<file path="src/rtl/demux_1_to_2_reg_pkg.sv">
// Shared constants for the registered 1-to-2 demultiplexer.
package demux_1_to_2_reg_pkg;

  // Select encoding matches the 2:1 mux: 0 steers to channel 1, 1 to channel 2.
  localparam logic SEL_OUT1 = 1'b0;
  localparam logic SEL_OUT2 = 1'b1;

  localparam int unsigned DEFAULT_WIDTH = 8;

endpackage : demux_1_to_2_reg_pkg

</file>
<file path="src/rtl/demux_1_to_2_reg_channel.sv">
// One destination of the demux: holding register, valid flag and an
// overwrite indication for writes that land on unconsumed data.
module demux_channel_reg
  import demux_1_to_2_reg_pkg::*;
#(
  parameter int unsigned WIDTH             = DEFAULT_WIDTH,
  parameter bit          ZERO_WHEN_INVALID = 1'b0
) (
  input  logic             clk,
  input  logic             rst_n,
  input  logic [WIDTH-1:0] i_data,
  input  logic             i_write,
  input  logic             i_consume,
  output logic [WIDTH-1:0] o_data,
  output logic             o_valid,
  output logic             o_overwrite
);

  logic [WIDTH-1:0] r_data;
  logic             r_valid;

  // Valid flag is the channel state (0 = IDLE, 1 = HELD); a write always
  // wins over a same-edge consume, and consume on IDLE is a no-op.
  always_ff @(posedge clk or negedge rst_n) begin
    if (!rst_n) begin
      r_data  <= '0;
      r_valid <= 1'b0;
    end else if (i_write) begin
      r_data  <= i_data;
      r_valid <= 1'b1;
    end else if (i_consume) begin
      r_valid <= 1'b0;
    end
  end

  // Overwrite only when held data is replaced without being taken this edge.
  assign o_overwrite = i_write & r_valid & ~i_consume;

  // Gating affects the visible output only; r_data still holds the last value.
  always_comb begin
    o_data = r_data;
    if (ZERO_WHEN_INVALID && !r_valid) o_data = '0;
  end

  assign o_valid = r_valid;

endmodule : demux_channel_reg

</file>
<file path="src/rtl/demux_1_to_2_reg.sv">
// Registered 1-to-2 demultiplexer: steers inputValue into one of two
// holding registers with valid/consume handshakes and a sticky overflow.
module demux_1_to_2_reg
  import demux_1_to_2_reg_pkg::*;
#(
  parameter int unsigned WIDTH             = DEFAULT_WIDTH,
  parameter int unsigned ZERO_WHEN_INVALID = 0
) (
  input  logic             clk,
  input  logic             rst_n,
  input  logic [WIDTH-1:0] inputValue,
  input  logic             select,
  input  logic             writeEnable,
  input  logic             consume1,
  input  logic             consume2,
  input  logic             clearOverflow,
  output logic [WIDTH-1:0] output1,
  output logic [WIDTH-1:0] output2,
  output logic             valid1,
  output logic             valid2,
  output logic             full,
  output logic             overflow
);

  localparam bit ZWI = (ZERO_WHEN_INVALID != 0);

  logic w_wr1;
  logic w_wr2;
  logic w_ovw1;
  logic w_ovw2;
  logic r_overflow;

  assign w_wr1 = writeEnable & (select == SEL_OUT1);
  assign w_wr2 = writeEnable & (select == SEL_OUT2);

  demux_channel_reg #(
    .WIDTH             (WIDTH),
    .ZERO_WHEN_INVALID (ZWI)
  ) u_ch1 (
    .clk         (clk),
    .rst_n       (rst_n),
    .i_data      (inputValue),
    .i_write     (w_wr1),
    .i_consume   (consume1),
    .o_data      (output1),
    .o_valid     (valid1),
    .o_overwrite (w_ovw1)
  );

  demux_channel_reg #(
    .WIDTH             (WIDTH),
    .ZERO_WHEN_INVALID (ZWI)
  ) u_ch2 (
    .clk         (clk),
    .rst_n       (rst_n),
    .i_data      (inputValue),
    .i_write     (w_wr2),
    .i_consume   (consume2),
    .o_data      (output2),
    .o_valid     (valid2),
    .o_overwrite (w_ovw2)
  );

  // Sticky overflow; a new overwrite on the same edge as a clear keeps it set.
  always_ff @(posedge clk or negedge rst_n) begin
    if (!rst_n) begin
      r_overflow <= 1'b0;
    end else if (w_ovw1 || w_ovw2) begin
      r_overflow <= 1'b1;
    end else if (clearOverflow) begin
      r_overflow <= 1'b0;
    end
  end

  assign overflow = r_overflow;
  assign full     = valid1 & valid2;

endmodule : demux_1_to_2_reg

</file>
<file path="config.mk">
export PLATFORM = sky130hd
export DESIGN_NAME = demux_1_to_2_reg
export DESIGN_NICKNAME = d
export VERILOG_FILES = /design/src/rtl/demux_1_to_2_reg_pkg.sv /design/src/rtl/demux_1_to_2_reg_channel.sv /design/src/rtl/demux_1_to_2_reg.sv
export SDC_FILE = /design/constraint.sdc
export NUM_CORES = 1
export LEC_CHECK = 0
export CAP_MARGIN = 0
export CORE_MARGIN = 5
export CORE_UTILIZATION = 30
export DETAILED_ROUTE_END_ITERATION = 16
export GPL_TIMING_DRIVEN = 0
export HOLD_SLACK_MARGIN = 0.03
export MAX_ROUTING_LAYER = met4
export PLACE_DENSITY = 0.67
export SYNTH_ARGS = -nofsm -noshare
export SYNTH_HDL_FRONTEND = slang
export SYNTH_SLANG_ARGS = --single-unit
</file>
<file path="constraint.sdc">
create_clock -name clk -period 1.2 [get_ports clk]
set_input_delay 0.18 -clock clk [delete_from_list [all_inputs] [get_ports clk]]
set_output_delay 0.18 -clock clk [all_outputs]
set_load 0.01 [all_outputs]
</file>
==> Yosys cells after proc, flatten, opt, wreduce, memory -nomap -nowiden <==
Index checks and enable logic that the tools add are counted.
{ "totals": {"reg_bits": 19, "input_bits": 15} }
{ "classes": {"muxes": 6, "n_bitwise": 10, "reduce_logical": 4} }
{ "op_table": {"columns": ["cell", "n"], "rows": [
  ["$and A1 B1 Y1", 7],
  ["$mux W1", 6],
  ["$reduce_bool A2 Y1", 3],
  ["$not A1 Y1", 3],
  ["$logic_or A1 B1 Y1", 1]
]} }

==> Logic depth before layout (Yosys ltp) <==
Gate-level depths: netlist of the first run.
{ "logic_depth": {"ltp_word": 6, "ltp_mapped": 3, "mapped_depth_nobuf": 2} }

==> Modules after synthesis <==
Synthesis of the first run repeated with hierarchy kept, for this count alone.
{ "unflattened": {"cells_unflattened": 49, "area_unflattened_um2": 813.3} }
{ "by_module_without_submodules": {"columns": ["mod", "instances", "cells_per_inst", "area_per_inst_um2"], "rows": [
  ["demux_channel_reg", 2, 21, 376.6],
  ["demux_1_to_2_reg", 1, 7, 60.1]
]} }

==> Worst setup path before layout of the first run <==
Ideal clock, no wire load.
{ "synth_timing": {"kind": "register -> register", "start": "reg u_ch2.r_valid, in the netlist u_ch2.o_valid", "end": "reg r_overflow, in the netlist overflow", "setup_time_ns": 0.126, "arrival_ns": 0.881, "slack_ns": 0.193, "path_stages_with_launch": 3, "synth_period_minus_slack_ns": 1.007, "cell_sequence": "dfrtp_1 > and4b_1 > a311o_1"} }
{ "synth_between": {"elab_chain_cells": 4} }
{ "synth_lines": {"columns": ["item", "line_no", "text"], "rows": [
  ["start, declared", "demux_1_to_2_reg_channel.sv:20", "logic r_valid;"],
  ["start signal, assigned", "demux_1_to_2_reg_channel.sv:27", "r_valid <= 1'b0;"],
  ["start signal, assigned", "demux_1_to_2_reg_channel.sv:30", "r_valid <= 1'b1;"],
  ["start signal, assigned", "demux_1_to_2_reg_channel.sv:32", "r_valid <= 1'b0;"],
  ["$and A1 B1 Y1 * (2 in a row)", "demux_1_to_2_reg_channel.sv:37", "assign o_overwrite = i_write & r_valid & ~i_consume;"],
  ["$logic_or A1 B1 Y1 *", "demux_1_to_2_reg.sv:68", "end else if (w_ovw1 || w_ovw2) begin"],
  ["$mux W1 / $reduce_bool A2 Y1 (equally long branches)", null, null],
  ["end signal, assigned", "demux_1_to_2_reg.sv:67", "r_overflow <= 1'b0;"],
  ["end signal, assigned", "demux_1_to_2_reg.sv:69", "r_overflow <= 1'b1;"],
  ["end signal, assigned", "demux_1_to_2_reg.sv:71", "r_overflow <= 1'b0;"],
  ["end, declared", "demux_1_to_2_reg.sv:31", "logic r_overflow;"]
]} }
Every way passes the cells marked *; elsewhere a longest branch is shown, timed or not.
A chain may end at the register's enable or synchronous reset.

==> Worst setup path in the final report of the first run <==
{ "layout_timing": {"start": "reg u_ch1.r_valid, in the netlist u_ch1.o_valid", "end": "out valid1"} }
{ "layout_rtl": {"columns": ["item", "line_no", "text"], "rows": [
  ["start, declared", "demux_1_to_2_reg_channel.sv:20", null],
  ["start signal, assigned", "demux_1_to_2_reg_channel.sv:27", null],
  ["start signal, assigned", "demux_1_to_2_reg_channel.sv:30", null],
  ["start signal, assigned", "demux_1_to_2_reg_channel.sv:32", null],
  ["end, declared", "demux_1_to_2_reg.sv:19", "output logic valid1,"]
]} }
No word-level cell between the ends.

==> results of run 1 <==
flip-flops by register name (all words and copies together), names as in the netlist:
register and flops:
u_ch1.o_data 8, u_ch2.o_data 8, overflow 1, u_ch1.o_valid 1
u_ch2.o_valid 1
stage by stage:
stage,hold slack [ps],util,setup WS (ps),TNS [ps]
after floorplan,-115.6,-,192.8,0
after global placement,486.4,0.4865,-294.6,-4626
after detailed placement,497.8,0.4865,-323.8,-5125
after CTS,384.2,0.4926,17.46,0
after global routing,397.5,0.4975,-4.597,-4.597
final,357.5,0.4975,45.31,0
layer usage:
metal  GRT usage  share of wire  vias up
met2      0.1466           0.44       23
met1      0.1372           0.47      245
met4    0.009709              0        0
met5           -              0        -
met3     0.03486          0.088        0
li1            -              -      242
how the worst max path moves through the flow:
stage,slack [ps],depth (start not counted),to,startpoint
floorplan,190,2,overflow,u_ch2.o_valid
global placement,-290,4,u_ch1.o_data[3],writeEnable
detailed placement,-320,4,u_ch1.o_data[2],writeEnable
CTS,20,4,u_ch1.o_data[3],writeEnable
global route,-5,2,full,u_ch2.o_valid
finish,50,1,valid1,u_ch1.o_valid
repair_timing:
item | in CTS | in global routing
gates cloned | 1 | 0
pin swaps | 0 | 0
resized for setup | 26 | 2
setup endpoints to repair | 28 | 7
setup buffers | 0 | 1
cells in the final DEF, fill, tap and decap left out, types with 2 or more instances in the layout:
cell type,count
inv_1,2
clkdlybuf4s50_1,13
buf_4,2
clkbuf_4,3
dlygate4sd2_1,18
dfrtp_1,19
mux2_2,16
power by group through the flow:
stage / clock [uW] / sequential [uW] / combinational, uW
6_report: 303 / 770 / 355
5_1_grt: 348 / 782 / 389
4_1_cts: 317 / 771 / 361
3_5_place_dp: 0 / 788 / 418
3_3_place_gp: 0 / 781 / 415
2_1_floorplan: 0 / 828 / 105
cell families after synthesis:
kind of cell	share of synthesized area
AO/OA/AOI/OAI	0.03077
buffers and inverters	0.02564
flip-flops	0.6496
multiplexers	0.2462
AND/OR/NAND/NOR	0.04787
layout make-up:
| type | instances | area [um2] |
|---|---|---|
| Clock inverter | 1 | 5.005 |
| Tap cell | 28 | 35.03 |
| Clock buffer | 3 | 22.52 |
| Fill cell | 208 | 1144 |
| Inverter | 2 | 7.507 |
| Multi-Input combinational cell | 24 | 245.2 |
| Sequential cell | 19 | 475.5 |
| Buffer | 1 | 11.26 |
| Timing Repair Buffer | 36 | 330.3 |
==> impl_metrics.yaml, run 1 <==
detailed_routing:
  vias_per_cell: 4.474
  wl_mm: 1.566
  antenna_left: 0
  drtIter0Drc: 6
  dr_total_vias: 510
  drc: 0
  routedWlPerCell_um: 13.74
  dr.pass1.iters: 2
grt:
  grt_start_max_net_pins: 20
  grt-ovfl-total: 0
  grt_pass1_vias: 588
  grt_pass1_wl_mm: 2.601
  antenna_found_initial: 0
  grt_usage: 0.09977
synth:
  netlist-cell-type-count: 11
  synthArstFlopShare: 1.000
  synth-edff-count: 0
  yosysTopAreaCell: "dfrtp_1"
  syn_area_um2: 732.0
  synth-warning-count: 0
  yosysMostFrequentCell: "dfrtp_1"
  synth_common_cells: "dfrtp_1, mux2_2, inv_1, nor2b_1"
  synth_nets: 61
  postSynthCellCount: 46
  synth_seq_cells: 19
  ys.flop_type: "dfrtp_1"
  synth_area_leaders: "dfrtp_1, mux2_2, nor2b_1"
  synth_top_area_share: 0.6496
  seq_area_frac_synth: 0.6496
  avgSynthCellArea_um2: 15.91
finish:
  postLayoutCellArea_mm2: 0.001132
  antenna_cells: 0
  layout-area-overhead-vs-synth_pct: 54.70
  fin_nets: 102
  layout.cells.non_filler: 114
  drive_gt1_frac: 0.3023
cts:
  htree_num_levels: 1
  clkLatencyLatePin_ps: 280
  clk_path_buf_depth: 2
  clock-sinks: 19
  cts_tree: "done"
  cts_buffers: 3
  root_buffer: "clkbuf_4"
  clk_pin_slew_ps: 100
  holdBufCountCts: 0
timing:
  final-setup-viol-count: 0
  skew_ps: 4.503
  period_share: 0.9622
  hold_viol_final: 0
  relSlewSlack: 0.4581
  worstMarginPinSlew_ps: 810.3
  max_freq_ghz: 0.8660
  finalMaxSlewViolations: 0
  rsz0062_at_grt: "true"
  fin_crit_ps: 1155
power:
  leakage_uw: 0.0005374
  p_int_uw: 1062
  power_frac_clock: 0.212
  peakVddDrop_uv: 754.1
  p_seq_frac: 0.539
  p_sw_uw: 365.6
  power_density_mw_per_mm2: 1261
  totalPowerFinal_uw: 1428
  switching_share: 0.2560
  combPwrFrac: 0.249
die:
  dieHeight_um: 59.40
  initial_utilization: 0.3216
  num_io_pins: 35
  die_area_mm2: 0.003528
  design.core.area_mm2: 0.002276
  core.rowCount: 17
  die_x_um: 59.40
outcome:
  status: "finished, final reports clean"
setup_path:
  end_kind: "output port"
  r2r_start: "u_ch2.o_valid"
  crit_required_ps: 1020
  critical_path_class: "reg -> out"
  r2r_slack_ps: 170
  slowest_stage: "dfrtp_1"
  worstPathArrival_ps: 970
  r2r_end: "overflow"
  crit_fanout: 4
  cp_cell_sequence: "dlygate4sd2_1"
  slowest_delay_ps: 410
  crit_family: "flip-flops"
  r2r_cells: 2
  crit_buf_inv: 1
  cp-start-kind: "flop"
placed_design:
  place_congestion: 0.7503
  place_hpwl_mm: 1.162
  io_buffer_count: 34
  dp_cells: 108
  postPlaceCellArea_mm2: 0.001107
worst_hold_path:
  min_path_type: "in -> async"
flow_run:
  cap_violations: 0
Power figures use the tool's default switching activity.
==> inputs of run 2 (changes only) <==
Settings changed: SLEW_MARGIN set to 20.
==> results of run 2 <==
Same layout as run 1: the final DEF is identical, and so are final timing and power.
==> inputs of run 3 (changes only) <==
Settings changed: SLEW_MARGIN 20 to not set.
==> results of run 3 <==
Same layout as run 1: the final DEF is identical, and so are final timing and power.
